## src/rtl/amba3_axi2apb_bridge_pkg.sv

```systemverilog
// Shared AMBA3 types and burst helpers for the AXI3-to-APB3 bridge.
package amba3_axi2apb_bridge_pkg;

  localparam int unsigned AXI_LEN_W   = 4;
  localparam int unsigned AXI_SIZE_W  = 3;
  localparam int unsigned AXI_BURST_W = 2;

  typedef enum logic [1:0] {
    BURST_FIXED = 2'b00,
    BURST_INCR  = 2'b01,
    BURST_WRAP  = 2'b10,
    BURST_RSVD  = 2'b11
  } burst_type_t;

  typedef enum logic [1:0] {
    RESP_OKAY   = 2'b00,
    RESP_EXOKAY = 2'b01,
    RESP_SLVERR = 2'b10,
    RESP_DECERR = 2'b11
  } resp_type_t;

  typedef enum logic [2:0] {
    IDLE   = 3'd0,
    WDATA  = 3'd1,
    SETUP  = 3'd2,
    ACCESS = 3'd3,
    RBEAT  = 3'd4,
    BRESP  = 3'd5
  } axi2apb_state_t;

  // Address of the next beat; reserved burst and illegal wrap lengths behave as INCR.
  function automatic logic [63:0] next_burst_addr(input logic [63:0]            addr,
                                                  input logic [AXI_LEN_W-1:0]   len,
                                                  input logic [AXI_SIZE_W-1:0]  size,
                                                  input logic [AXI_BURST_W-1:0] burst);
    logic [63:0] incr;
    logic [63:0] wmask;
    incr  = addr + (64'd1 << size);
    wmask = ((64'(len) + 64'd1) << size) - 64'd1;
    if (burst == BURST_FIXED) return addr;
    if (burst == BURST_WRAP && (len == 4'd1 || len == 4'd3 || len == 4'd7 || len == 4'd15))
      return (addr & ~wmask) | (incr & wmask);
    return incr;
  endfunction

  // Most severe of two responses: DECERR > SLVERR > OKAY.
  function automatic resp_type_t resp_max(input resp_type_t a, input resp_type_t b);
    if (a == RESP_DECERR || b == RESP_DECERR) return RESP_DECERR;
    if (a == RESP_SLVERR || b == RESP_SLVERR) return RESP_SLVERR;
    return RESP_OKAY;
  endfunction

endpackage

```

## src/rtl/amba3_apb_decoder.sv

```systemverilog
// Combinational APB slave decoder; lowest-index matching window wins.
module amba3_apb_decoder #(
  parameter int unsigned ADDR_WIDTH = 32,
  parameter int unsigned NUM_SLAVES = 4,
  parameter int unsigned IDX_W      = 2,
  parameter logic [NUM_SLAVES-1:0][ADDR_WIDTH-1:0] SLAVE_BASE = '0,
  parameter logic [NUM_SLAVES-1:0][ADDR_WIDTH-1:0] SLAVE_MASK = '0
) (
  input  logic [ADDR_WIDTH-1:0] addr,
  output logic [IDX_W-1:0]      idx_c,
  output logic                  hit_c
);

  always_comb begin
    idx_c = '0;
    hit_c = 1'b0;
    for (int i = int'(NUM_SLAVES) - 1; i >= 0; i--) begin
      if ((addr & SLAVE_MASK[i]) == SLAVE_BASE[i]) begin
        idx_c = IDX_W'(i);
        hit_c = 1'b1;
      end
    end
  end

endmodule

```

## src/rtl/amba3_axi2apb_bridge.sv

```systemverilog
// AXI3 slave to APB3 master bridge, one transaction at a time, bursts split per beat.
// Optional PREADY timeout built when AMBA3_AXI2APB_TIMEOUT_EN is defined.
module amba3_axi2apb_bridge
  import amba3_axi2apb_bridge_pkg::*;
#(
  parameter int unsigned ADDR_WIDTH     = 32,
  parameter int unsigned DATA_WIDTH     = 32,
  parameter int unsigned ID_WIDTH       = 4,
  parameter int unsigned NUM_SLAVES     = 4,
  parameter logic [NUM_SLAVES-1:0][ADDR_WIDTH-1:0] SLAVE_BASE = '0,
  parameter logic [NUM_SLAVES-1:0][ADDR_WIDTH-1:0] SLAVE_MASK =
    {NUM_SLAVES{ADDR_WIDTH'(32'hFFFF_F000)}},
  parameter int unsigned TIMEOUT_CYCLES = 256
) (
  input  logic                             aclk,
  input  logic                             areset_n,
  input  logic [ID_WIDTH-1:0]              awid,
  input  logic [ADDR_WIDTH-1:0]            awaddr,
  input  logic [3:0]                       awlen,
  input  logic [2:0]                       awsize,
  input  logic [1:0]                       awburst,
  input  logic                             awvalid,
  output logic                             awready,
  input  logic [ID_WIDTH-1:0]              wid,
  input  logic [DATA_WIDTH-1:0]            wdata,
  input  logic [DATA_WIDTH/8-1:0]          wstrb,
  input  logic                             wlast,
  input  logic                             wvalid,
  output logic                             wready,
  output logic [ID_WIDTH-1:0]              bid,
  output logic [1:0]                       bresp,
  output logic                             bvalid,
  input  logic                             bready,
  input  logic [ID_WIDTH-1:0]              arid,
  input  logic [ADDR_WIDTH-1:0]            araddr,
  input  logic [3:0]                       arlen,
  input  logic [2:0]                       arsize,
  input  logic [1:0]                       arburst,
  input  logic                             arvalid,
  output logic                             arready,
  output logic [ID_WIDTH-1:0]              rid,
  output logic [DATA_WIDTH-1:0]            rdata,
  output logic [1:0]                       rresp,
  output logic                             rlast,
  output logic                             rvalid,
  input  logic                             rready,
  output logic [ADDR_WIDTH-1:0]            paddr,
  output logic                             pwrite,
  output logic [DATA_WIDTH-1:0]            pwdata,
  output logic                             penable,
  output logic [NUM_SLAVES-1:0]            psel,
  input  logic [NUM_SLAVES*DATA_WIDTH-1:0] prdata,
  input  logic [NUM_SLAVES-1:0]            pready,
  input  logic [NUM_SLAVES-1:0]            pslverr
);

  localparam int unsigned IDX_W    = (NUM_SLAVES > 1) ? $clog2(NUM_SLAVES) : 1;
  localparam int unsigned SIZE_MAX = $clog2(DATA_WIDTH / 8);

  axi2apb_state_t         state;
  logic                   rd_first;
  logic                   wr_q;
  logic [ID_WIDTH-1:0]    id_q;
  logic [ADDR_WIDTH-1:0]  addr_q;
  logic [AXI_LEN_W-1:0]   len_q;
  logic [AXI_SIZE_W-1:0]  size_q;
  logic [AXI_BURST_W-1:0] burst_q;
  logic [AXI_LEN_W-1:0]   beat_q;
  resp_type_t             acc_q;
  resp_type_t             err_resp_q;
  logic                   err_q;
  logic                   wlast_q;
  logic [IDX_W-1:0]       idx_q;

  logic [ADDR_WIDTH-1:0]  dec_addr;
  logic [AXI_SIZE_W-1:0]  dec_size;
  logic [IDX_W-1:0]       dec_idx;
  logic                   dec_hit;
  logic                   go_setup_c;
  logic                   pready_sel;
  logic                   pslverr_sel;
  logic [DATA_WIDTH-1:0]  prdata_sel;
  logic                   timeout_hit;
  logic                   beat_done;
  resp_type_t             beat_resp_c;
  resp_type_t             wr_resp_c;
  logic [DATA_WIDTH-1:0]  beat_rdata;
  logic [ADDR_WIDTH-1:0]  next_addr;
  logic                   unused_ok;

  // The first beat of a read decodes the AR address directly while still in IDLE.
  assign dec_addr   = (state == IDLE) ? araddr : addr_q;
  assign dec_size   = (state == IDLE) ? arsize : size_q;
  assign go_setup_c = (state == IDLE  && arready && arvalid) ||
                      (state == WDATA && wvalid) ||
                      (state == RBEAT && rready && !rlast);

  assign pready_sel  = pready[idx_q];
  assign pslverr_sel = pslverr[idx_q];
  assign prdata_sel  = prdata[idx_q*DATA_WIDTH +: DATA_WIDTH];
  assign next_addr   = ADDR_WIDTH'(next_burst_addr(64'(addr_q), len_q, size_q, burst_q));
  assign unused_ok   = ^{wstrb, wid};

  amba3_apb_decoder #(
    .ADDR_WIDTH (ADDR_WIDTH),
    .NUM_SLAVES (NUM_SLAVES),
    .IDX_W      (IDX_W),
    .SLAVE_BASE (SLAVE_BASE),
    .SLAVE_MASK (SLAVE_MASK)
  ) u_dec (
    .addr  (dec_addr),
    .idx_c (dec_idx),
    .hit_c (dec_hit)
  );

`ifdef AMBA3_AXI2APB_TIMEOUT_EN
  localparam int unsigned TMO_W = $clog2(TIMEOUT_CYCLES + 1);
  logic [TMO_W-1:0] tmo_cnt;

  always_ff @(posedge aclk) begin
    if (!areset_n || state != ACCESS) tmo_cnt <= '0;
    else                              tmo_cnt <= tmo_cnt + TMO_W'(1);
  end

  assign timeout_hit = (state == ACCESS) && !pready_sel &&
                       (tmo_cnt == TMO_W'(TIMEOUT_CYCLES - 1));
`else
  logic unused_tmo;
  assign unused_tmo  = ^TIMEOUT_CYCLES;
  assign timeout_hit = 1'b0;
`endif

  // Beat completion: decode/size error in SETUP, or PREADY/timeout in ACCESS.
  always_comb begin
    beat_done   = 1'b0;
    beat_resp_c = RESP_OKAY;
    beat_rdata  = '0;
    if (state == SETUP && err_q) begin
      beat_done   = 1'b1;
      beat_resp_c = err_resp_q;
    end else if (state == ACCESS && (pready_sel || timeout_hit)) begin
      beat_done = 1'b1;
      if (pready_sel) begin
        beat_rdata  = prdata_sel;
        beat_resp_c = pslverr_sel ? RESP_SLVERR : RESP_OKAY;
      end else begin
        beat_resp_c = RESP_SLVERR;
      end
    end
  end

  always_comb begin
    wr_resp_c = resp_max(acc_q, beat_resp_c);
    if (wlast_q != (beat_q == len_q)) wr_resp_c = RESP_SLVERR;
  end

  always_ff @(posedge aclk) begin
    if (!areset_n) begin
      state      <= IDLE;
      rd_first   <= 1'b1;
      wr_q       <= 1'b0;
      id_q       <= '0;
      addr_q     <= '0;
      len_q      <= '0;
      size_q     <= '0;
      burst_q    <= '0;
      beat_q     <= '0;
      acc_q      <= RESP_OKAY;
      err_resp_q <= RESP_OKAY;
      err_q      <= 1'b0;
      wlast_q    <= 1'b0;
      idx_q      <= '0;
      awready    <= 1'b0;
      arready    <= 1'b0;
      wready     <= 1'b0;
      bvalid     <= 1'b0;
      bid        <= '0;
      bresp      <= '0;
      rvalid     <= 1'b0;
      rid        <= '0;
      rdata      <= '0;
      rresp      <= '0;
      rlast      <= 1'b0;
      paddr      <= '0;
      pwrite     <= 1'b0;
      pwdata     <= '0;
      penable    <= 1'b0;
      psel       <= '0;
    end else begin
      case (state)
        IDLE: begin
          if (arready) begin
            if (arvalid) begin
              arready  <= 1'b0;
              rd_first <= 1'b0;
              wr_q     <= 1'b0;
              id_q     <= arid;
              addr_q   <= araddr;
              len_q    <= arlen;
              size_q   <= arsize;
              burst_q  <= arburst;
              beat_q   <= '0;
              acc_q    <= RESP_OKAY;
              state    <= SETUP;
            end
          end else if (awready) begin
            if (awvalid) begin
              awready  <= 1'b0;
              rd_first <= 1'b1;
              wr_q     <= 1'b1;
              id_q     <= awid;
              addr_q   <= awaddr;
              len_q    <= awlen;
              size_q   <= awsize;
              burst_q  <= awburst;
              beat_q   <= '0;
              acc_q    <= RESP_OKAY;
              wready   <= 1'b1;
              state    <= WDATA;
            end
          end else if (arvalid && (!awvalid || rd_first)) begin
            arready <= 1'b1;
          end else if (awvalid) begin
            awready <= 1'b1;
          end
        end
        WDATA: begin
          if (wvalid) begin
            wready  <= 1'b0;
            wlast_q <= wlast;
            state   <= SETUP;
          end
        end
        SETUP: begin
          if (!err_q) begin
            penable <= 1'b1;
            state   <= ACCESS;
          end
        end
        ACCESS: ;
        RBEAT: begin
          if (rready) begin
            rvalid <= 1'b0;
            state  <= rlast ? IDLE : SETUP;
          end
        end
        BRESP: begin
          if (bready) begin
            bvalid <= 1'b0;
            state  <= IDLE;
          end
        end
        default: state <= IDLE;
      endcase

      if (beat_done) begin
        psel    <= '0;
        penable <= 1'b0;
        addr_q  <= next_addr;
        beat_q  <= beat_q + AXI_LEN_W'(1);
        if (!wr_q) begin
          rvalid <= 1'b1;
          rid    <= id_q;
          rdata  <= beat_rdata;
          rresp  <= beat_resp_c;
          rlast  <= (beat_q == len_q);
          state  <= RBEAT;
        end else begin
          acc_q <= wr_resp_c;
          if (beat_q == len_q) begin
            bvalid <= 1'b1;
            bid    <= id_q;
            bresp  <= wr_resp_c;
            state  <= BRESP;
          end else begin
            wready <= 1'b1;
            state  <= WDATA;
          end
        end
      end

      // Setup phase of the next beat; errors are resolved here so no PSEL is issued.
      if (go_setup_c) begin
        paddr  <= dec_addr;
        pwrite <= (state == WDATA);
        idx_q  <= dec_idx;
        if (state == WDATA) pwdata <= wdata;
        if (dec_hit && dec_size <= AXI_SIZE_W'(SIZE_MAX)) begin
          psel  <= NUM_SLAVES'(1) << dec_idx;
          err_q <= 1'b0;
        end else begin
          err_q      <= 1'b1;
          err_resp_q <= dec_hit ? RESP_SLVERR : RESP_DECERR;
        end
      end
    end
  end

endmodule

```

## config.mk

```make
export PLATFORM = sky130hd
export DESIGN_NAME = amba3_axi2apb_bridge
export DESIGN_NICKNAME = d
export VERILOG_FILES = /design/src/rtl/amba3_axi2apb_bridge_pkg.sv /design/src/rtl/amba3_apb_decoder.sv /design/src/rtl/amba3_axi2apb_bridge.sv
export SDC_FILE = /design/constraint.sdc
export NUM_CORES = 1
export LEC_CHECK = 0
export ABC_AREA = 0
export CORE_ASPECT_RATIO = 1.25
export CORE_MARGIN = 1.5
export CORE_UTILIZATION = 40
export DETAILED_ROUTE_END_ITERATION = 8
export GPL_TIMING_DRIVEN = 0
export PLACE_DENSITY = 0.76
export SLEW_MARGIN = 25
export SYNTH_ARGS = -nofsm -noshare
export SYNTH_HDL_FRONTEND = slang
export SYNTH_HIERARCHICAL = 1
export SYNTH_SLANG_ARGS = --single-unit
```

## constraint.sdc

```tcl
create_clock -name aclk -period 3.1 [get_ports aclk]
set_input_delay 0.775 -clock aclk [delete_from_list [all_inputs] [get_ports aclk]]
set_output_delay 0.775 -clock aclk [all_outputs]
set_load 0.02 [all_outputs]
```

==> results of run 1 <==
[final cells by class]
class,instances,area [µm²],area share
multi-input cells,994,6400,0.409
flip-flops and latches,182,3650,0.233
well taps,335,419,0.0268
diodes,1,2.50,0.000160
clock buffers,20,467,0.0298
clock inverters,12,188,0.0120
inverters,20,78.8,0.00504
repair buffers,401,3970,0.254
plain buffers,102,477,0.0305
[worst min-delay path, cell delays in order (launching register included)]
cell and delay (ns):
dfxtp_1 0.31, nand2_1 0.05, a21oi_1 0.05
[layout by cell type (no fill, tap or decap), drive strengths merged, types with 10 or more instances in the layout]
cell type,count
a31oi,15
nor4,10
ha,13
a21oi,136
nor3,22
a211oi,25
nand3,23
dfxtp,182
inv,23
nor2,129
mux4,34
nor2b,13
nand2,285
a22oi,32
o21ai,45
o221a,10
clkbuf,95
buf,44
xnor2,15
nand2b,11
clkdlybuf4s50,384
mux2i,48
[Yosys cell counts (4+ instances only)]
library cell  count  area share
a211oi_1         25       0.018
a21oi_1         136       0.066
a22oi_1          32       0.023
a311oi_1          4      0.0034
a31oi_1          15      0.0091
a32oi_1           6      0.0051
and3_1            6      0.0036
buf_1            10      0.0036
buf_2            12      0.0058
clkbuf_1         79       0.029
dfxtp_1         182        0.35
ha_1             13       0.016
inv_1            19      0.0069
mux2_2            5      0.0055
mux2i_1          48       0.047
mux4_2           34       0.074
nand2_1         284        0.10
nand2b_1         11      0.0067
nand3_1          22       0.011
nand4_1           7      0.0043
nor2_1          129       0.047
nor2b_1          13      0.0079
nor3_1           22       0.011
nor4_1            9      0.0055
o211ai_1          6      0.0044
o21a_1            4      0.0029
o21ai_0          41       0.020
o221a_2          10       0.011
o22ai_1           7      0.0043
o311a_1           4      0.0039
o31ai_1           4      0.0029
o32ai_1           4      0.0034
or2_2             5      0.0030
or3_1             9      0.0055
xnor2_1          15       0.013
xor2_1            4      0.0034
[final timing paths]
check	endpoint	slack, ns	cells after the start
hold reg to reg	paddr[12]	0.45	2
setup reg to reg	flip-flop	-0.007	14
setup / recovery	flip-flop	-0.007	14
hold / removal	paddr[12]	0.45	2
[power by group]
part,internal [mW],switching (mW),leakage (nW)
clock,1.43,1.02,0.320
combinational,1.37,1.75,3.79
sequential,2.56,0.193,1.48
[per-stage QoR]
stage,hold WS [ns],util
3_5_place_dp,0.445,0.579
3_3_place_gp,0.441,0.578
2_1_floorplan,0.437,-
5_1_grt,0.471,0.619
6_report,0.451,0.619
4_1_cts,0.453,0.610
[layer usage]
metal | vias up | part of all wire
met3 | 120 | 0.079
li1 | 5475 | -
met5 | - | 0
met4 | 0 | 0.048
met2 | 612 | 0.50
met1 | 5542 | 0.37
[kinds of logic (layout without fill, tap and decap cells)]
logic type	count (synthesis)	count (layout)	share of synthesized area
xor+xnor	19	19	0.0162
buf+inv	125	555	0.0492
other cells	1	3	0.000364
compound gates	331	331	0.207
flops	182	182	0.354
fa+ha+maj	14	14	0.0177
mux	87	87	0.126
simple gates	541	541	0.229
[repair_timing]
| action | CTS | global route |
|---|---|---|
| pin swaps | 12 | 10 |
| gates resized for setup | 31 | 46 |
| hold endpoints to repair | 0 | 0 |
| setup endpoints to repair | 37 | 35 |
| buffers inserted | 7 | 8 |
==> results_dict.tcl, run 1 <==
set metrics [dict create \
    die_w_um 147 \
    grt_pass1_wl_um 64900 \
    initialDrtViolationCount 933 \
    dieArea_um2 26700 \
    fin_crit_sh 1.00 \
    via_per_inst 5.68 \
    cp-end-kind "flip-flop" \
    cp_slowest_stage_delay_ns 0.41 \
    startpoint "size_q[0]" \
    dpl.hpwl_um 33600 \
    clockBufferDepth 2 \
    top_usage_layer "met2" \
    timing.rr.start "size_q[0]" \
    p_leak_nw 5.59 \
    synth_edf_count 0 \
    setup_slack_ns -0.00681 \
    insertion_delay_ns 0.45 \
    status "finished, violations left" \
    dr.pass1.iters 6 \
    drc 0 \
    avgSynthCellArea_um2 7.92 \
    cp-start-kind "flip-flop" \
    ys_warn_count 6 \
    failed_checks "setup timing" \
    timing.setup.tns_ns -0.00681 \
    cp_data_required_time_ns 3.47 \
    ys_seq_area_frac 0.354 \
    globalplace.congestion 0.959 \
    wl_per_cell_um 20.9 \
    synth_cell_type_count 76 \
    final_cell_count_no_fill 2067 \
    syn-instance-count 1300 \
    crit_type "flip-flop to flip-flop" \
    slew_viol_final 0 \
    cts_buffers 17 \
    setup_viol 1 \
    path_buf_inv 3 \
    antenna_found_initial 1 \
    rsz0062_at_grt "yes" \
    layout.nets 2006 \
    skew_ns 0.0152 \
    grt_max_degree 17 \
    cts_root_buf "clkbuf_16" \
    relSlewSlack 0.378 \
    crit_family "simple AND/OR/NAND/NOR gates" \
    ant_nets 0 \
    cts_tree "yes" \
    place_ws_ns -0.645 \
    path_cells "buf_6 > buf_6 > nor3_4 > ha_2 > inv_2 > fa_2 > nor2b_2 > o21ai_2 > a21boi_2 > o22ai_4 > or3_4 > or4_1 > a211o_1 > a31oi_1" \
    grt_pass1_vias 11600 \
    vias 11700 \
    worst_hold_startpoint "paddr[12]" \
    fin_area_um2 15700 \
    ctsHoldBuffers 0 \
    place_area_um2 14600 \
    cp_max_fo 9 \
    area_growth_pct 51.9 \
    grt_use_met2 0.559 \
    drv_cap 0 \
    drive_gt1_frac 0.106 \
    nFillCells 2251 \
    met1_usage 0.359 \
    ys.flop_type "dfxtp_1" \
    hp-class "flip-flop to flip-flop" \
    powerDensity_nw_per_um2 532 \
    clkTransAtPathRegs_ns 0.07 \
    finalWirelength_um 43100 \
    cpMostUsedCell "buf_6" \
    crit_slowest_cell "or4_1" \
    track_usage 0.317 \
    rows 65 \
    timing.fmax_mhz 322 \
    worstPathArrival_ns 3.48 \
    met3_usage 0.0628 \
    total_power_mw 8.33 \
    synth-seq-cells 182 \
    die_y_um 182 \
    syn_area_um2 10300 \
    synth-async-reset-ratio 0 \
    peakVddDrop_mv 0.383 \
    tightestPinTransition_ns 0.934 \
    ios 394 \
    grt_overflow 0 \
    cts-htree-levels 4 \
    coreArea_um2 25300 \
    initial_utilization 0.407 \
    cts_sinks 182 \
    numPortBuffers 384 \
    period_minus_slack_ns 3.11 \
    finalHoldViolations 0 \
    place_inst 2022 \
]
Note: power is estimated with default switching activity, not from simulation.
==> run 2: changes to the inputs <==
--- a/config.mk
+++ b/config.mk
@@ -9,6 +9,7 @@
 export CORE_ASPECT_RATIO = 1.25
 export CORE_MARGIN = 1.5
 export CORE_UTILIZATION = 40
+export CTS_CLUSTER_DIAMETER = 150
 export DETAILED_ROUTE_END_ITERATION = 8
 export GPL_TIMING_DRIVEN = 0
 export PLACE_DENSITY = 0.76
==> results of run 2 <==
The final DEF is identical to that of run 1; final timing and power are the same.
